`src/rtl/alarm_ctrl.sv`:
```
// alarm_ctrl: Moore alarm controller with three states (IDLE, SOUNDING, SILENCED).
// Edge-detects alarm_bit, counts events with saturation and blinks the LED while sounding.
// The optional auto-silence timer is compiled in with the ALARM_TIMEOUT_EN macro.
module alarm_ctrl #(
    parameter int BLINK_HALF  = 4,
    parameter int TIMEOUT_CYC = 32,
    parameter int CNT_W       = 8
) (
    input  logic             clk,
    input  logic             reset,
    input  logic             alarm_bit,
    input  logic             ack,
    output logic             siren,
    output logic             led,
    output logic             alarm_active,
    output logic [CNT_W-1:0] event_count
);

    typedef enum logic [1:0] {
        IDLE     = 2'd0,
        SOUNDING = 2'd1,
        SILENCED = 2'd2
    } state_t;

    localparam logic [CNT_W-1:0] CNT_MAX  = {CNT_W{1'b1}};
    localparam logic [CNT_W-1:0] CNT_ONE  = {{(CNT_W-1){1'b0}}, 1'b1};
    localparam logic [7:0]       BLINK_TC = 8'(BLINK_HALF - 1);

    state_t           state_reg;
    logic             alarm_prev_reg;
    logic             led_reg;
    logic [7:0]       blink_cnt_reg;
    logic [CNT_W-1:0] event_count_reg;
    logic             event_det;
    logic             timeout_hit;

    // A new alarm is a rising edge of alarm_bit relative to the previous cycle.
    assign event_det = alarm_bit & ~alarm_prev_reg;

`ifdef ALARM_TIMEOUT_EN
    logic [15:0] timer_reg;

    assign timeout_hit = (timer_reg == 16'(TIMEOUT_CYC - 1));

    // Counts consecutive quiet SOUNDING cycles; any exit, ack or new event restarts it.
    always_ff @(posedge clk) begin
        if (reset || state_reg != SOUNDING || ack || event_det || timeout_hit) begin
            timer_reg <= 16'd0;
        end else begin
            timer_reg <= timer_reg + 16'd1;
        end
    end
`else
    logic [31:0] unused_timeout_cyc;

    // Without the timer SOUNDING is left only by ack or reset.
    assign timeout_hit        = 1'b0;
    assign unused_timeout_cyc = 32'(TIMEOUT_CYC);
`endif

    // State machine, blink phase, input history and saturating event counter.
    always_ff @(posedge clk) begin
        if (reset) begin
            state_reg       <= IDLE;
            alarm_prev_reg  <= 1'b0;
            led_reg         <= 1'b0;
            blink_cnt_reg   <= 8'd0;
            event_count_reg <= '0;
        end else begin
            alarm_prev_reg <= alarm_bit;

            if (event_det && event_count_reg != CNT_MAX) begin
                event_count_reg <= event_count_reg + CNT_ONE;
            end

            case (state_reg)
                IDLE: begin
                    blink_cnt_reg <= 8'd0;
                    if (event_det) begin
                        state_reg <= SOUNDING;
                        led_reg   <= 1'b1;
                    end else begin
                        led_reg   <= 1'b0;
                    end
                end
                SOUNDING: begin
                    if (ack || timeout_hit) begin
                        // Ack wins over a simultaneous event; the event is still counted above.
                        state_reg     <= SILENCED;
                        led_reg       <= 1'b1;
                        blink_cnt_reg <= 8'd0;
                    end else if (event_det) begin
                        // Re-trigger: restart the blink phase with the LED lit.
                        led_reg       <= 1'b1;
                        blink_cnt_reg <= 8'd0;
                    end else if (blink_cnt_reg == BLINK_TC) begin
                        led_reg       <= ~led_reg;
                        blink_cnt_reg <= 8'd0;
                    end else begin
                        blink_cnt_reg <= blink_cnt_reg + 8'd1;
                    end
                end
                SILENCED: begin
                    blink_cnt_reg <= 8'd0;
                    if (!alarm_bit) begin
                        state_reg <= IDLE;
                        led_reg   <= 1'b0;
                    end else begin
                        led_reg   <= 1'b1;
                    end
                end
                default: begin
                    state_reg     <= IDLE;
                    led_reg       <= 1'b0;
                    blink_cnt_reg <= 8'd0;
                end
            endcase
        end
    end

    assign siren        = (state_reg == SOUNDING);
    assign led          = led_reg;
    assign alarm_active = (state_reg != IDLE);
    assign event_count  = event_count_reg;

endmodule

```
`config.mk`:
```
export PLATFORM = sky130hd
export DESIGN_NAME = alarm_ctrl
export DESIGN_NICKNAME = d
export VERILOG_FILES = /design/src/rtl/alarm_ctrl.sv
export SDC_FILE = /design/constraint.sdc
export NUM_CORES = 1
export LEC_CHECK = 0
export CORE_UTILIZATION = 30
export CTS_CLUSTER_SIZE = 40
export DETAILED_ROUTE_END_ITERATION = 8
export PLACE_DENSITY = 0.56
export SYNTH_ARGS = -nofsm -noshare
export SYNTH_HDL_FRONTEND = slang
export SYNTH_SLANG_ARGS = --single-unit
```
`constraint.sdc`:
```
create_clock -name clk -period 1.6 [get_ports clk]
set_clock_uncertainty 0.15 [all_clocks]
set_input_delay 0.32 -clock clk [delete_from_list [all_inputs] [get_ports clk]]
set_output_delay 0.32 -clock clk [all_outputs]
set_load 0.01 [all_outputs]
```
==> flow_metrics.tcl <==
set metrics [dict create \
    min_period_ps 1620 \
    htreeDepth 1 \
    cts_sinks 20 \
    place_inst 180 \
    track_usage_pct 13.6 \
    clk_latency_ps 300 \
    antenna_found_initial 0 \
    yosysMostFrequentCell "dfxtp_1" \
    instances_no_fill 185 \
    place_congestion 0.775 \
    routed_via_density 4.98 \
    final_core_util_pct 45.2 \
    hpwl_mm 1.63 \
    r2r_cells 4 \
    failed_checks "setup timing" \
    io_buffers 14 \
    crit_family "compound AO/OA/AOI/OAI gates" \
    p_comb_share_pct 13.1 \
    design.portCount 15 \
    cp_max_fo 8 \
    max_stage_delay_ps 420 \
    grt_first_pass_wirelength_mm 3.55 \
    antenna_cells 0 \
    synthArstFlopShare_pct 0 \
    intPower_uw 722 \
    cp-end-kind "flip-flop" \
    synth_flop_cell "dfxtp_1" \
    vias 921 \
    pre_cts_slack_ps -387 \
    path_cells "clkdlybuf4s50_1 -> or3b_4 -> a2111o_1 -> a21oi_1" \
    setup_slack_ps -17.9 \
    clkPwrFrac_pct 31.5 \
    nets 148 \
    ant_nets 0 \
    drtIter0Drc 48 \
    cts_tree "yes" \
    fin_crit_sh_pct 101 \
    synth.cells.most_frequent "dfxtp_1 (20), a21oi_1 (10), nand3_1 (6), nor2_1 (6)" \
    max_cap_viol_count 0 \
    wl_mm 2.16 \
    rsz0062_at_grt "true" \
    post_drt_wl_per_cell_um 11.7 \
    slew_viol_final 0 \
    postSynthCellCount 106 \
    min_path_type "primary input to flip-flop" \
    setup_viol 2 \
    dieWidth_um 58.5 \
    worstPathBufferInverterCount 1 \
    syn_area_sq_um 957 \
    hold_end "alarm_prev_reg" \
    die_area_sq_um 3420 \
    worstSetupStartpointType "primary input" \
    syn_to_final_growth_pct 42.9 \
    firstDrtPassIters 4 \
    start_util_pct 31.6 \
    drc 0 \
    cp.required_ps 1690 \
    path_class "primary input to flip-flop" \
    r2r_start "state_reg[0]" \
    synthDominantCellAreaShare_pct 41.8 \
    grt_max_degree 12 \
    worst_slew_pin_slew_ps 335 \
    max-vdd-ir-drop_uv 293 \
    syn-mean-instance-area_sq_um 9.03 \
    cellPowerDensity_nw_per_um2 685 \
    critPathArrivalTime_ps 1710 \
    rrSetupSlack_ps -10 \
    yosys_warnings 0 \
    ys_seq_area_share_pct 41.8 \
    ys_types 39 \
    swShare_pct 23.0 \
    yosysTopAreaCell "dfxtp_1" \
    clock_path_buffers 2 \
    die_h_um 58.5 \
    layout-drive-gt1-share_pct 34.8 \
    pwr-share-seq_pct 55.3 \
    p_sw_uw 215 \
    holdBufCountCts 0 \
    relSlewSlack_pct 77.5 \
    grt_pass1_vias 869 \
    timing.rr.end "blink_cnt_reg[7]" \
    cts_root_buffer "clkbuf_4" \
    fin_setup_tns_ps -18.4 \
    core-area_sq_um 3030 \
    hold_viol 0 \
    clk_pin_slew_ps 120 \
    status "finished, violations left" \
    crit_slowest_cell "clkdlybuf4s50_1" \
    rows 20 \
    hold_path_depth 2 \
    min-delay-start "alarm_bit" \
    clock.fmax_mhz 618 \
    cts_buffers 3 \
    power_leakage_nw 0.549 \
    synth-edff-count 0 \
    synth-seq-cells 20 \
    synth_nets 112 \
    gr-total-overflow 0 \
    synthTopCellsByArea "dfxtp_1 (42%), a21oi_1 (5.2%), and4b_1 (3.1%)" \
]
power groups by stage:
stage | clock network, mW | registers, mW | logic [mW]
floorplan | 0 | 0.534 | 0.0464
global placement | 0 | 0.529 | 0.122
detailed placement | 0 | 0.530 | 0.123
CTS | 0.301 | 0.518 | 0.120
global route | 0.327 | 0.520 | 0.136
finish | 0.295 | 0.518 | 0.123
repair_timing:
| item | in CTS | in global routing |
|---|---|---|
| resized for setup | 31 | 5 |
| hold endpoints to repair | 0 | 0 |
| setup buffers | 0 | 2 |
| setup endpoints to repair | 20 | 14 |
| pin swaps | 4 | 4 |
layout by cell type, fill, tap and decap left out, types with 2 or more instances in the layout:
master / n
buf_4: 20
dfxtp_1: 11
dlygate4sd2_1: 9
a21oi_1: 8
dfxtp_2: 8
nand3_1: 6
nor2_1: 6
nor3_1: 5
nand2_1: 5
nor2b_1: 4
inv_1: 3
nand2b_1: 3
o21ai_0: 3
or3_1: 3
clkbuf_4: 3
xor2_1: 2
mux2_2: 2
nand4_1: 2
a21oi_2: 2
and4b_1: 2
a41oi_1: 2
a311oi_1: 2
clkdlybuf4s50_1: 2
buf_2: 2
layer usage:
metal,global-route usage (%),up-vias,part of all wire (%)
met5,0,-,0
met1,16.5,433,47
met2,22.7,16,49
met4,8.84,0,0.83
li1,-,470,-
met3,1.98,2,2.8
worst max path at each step:
stage / start / slack (ps) / end / cells past startpoint
floorplan: blink_cnt_reg[0] / 10 / blink_cnt_reg[2] / 4
CTS: state_reg[0] / -80 / blink_cnt_reg[7] / 4
global route: state_reg[0] / -80 / blink_cnt_reg[7] / 4
global placement: ack / -350 / blink_cnt_reg[7] / 4
finish: ack / -20 / blink_cnt_reg[7] / 4
detailed placement: ack / -390 / blink_cnt_reg[7] / 4
layout make-up:
class	count	area, sq um
inverter	3	11.3
fill	301	1660
timing repair buffer	35	283
sequential	20	414
tap	44	55.1
multi-input combinational	79	568
clock buffer	4	36.3
per-stage QoR:
step / cell area, sq um / hold slack (ps) / total power [mW]
finish: 1370 / 230 / 0.937
floorplan: 963 / 291 / 0.580
detailed placement: 1290 / 350 / 0.653
CTS: 1350 / 377 / 0.939
global route: 1370 / 234 / 0.984
global placement: 1290 / 321 / 0.651
kinds of logic after synthesis:
group                      share of synthesized area (%)
xor gates and xnor gates                            2.75
DFF                                                 41.8
and+or+nand+nor                                     29.0
buffers and inverters                               2.88
AOI/OAI and AO/OA                                   17.5
adders and majority gates                           2.61
muxes                                               3.40
(Power assumes the default switching activity.)
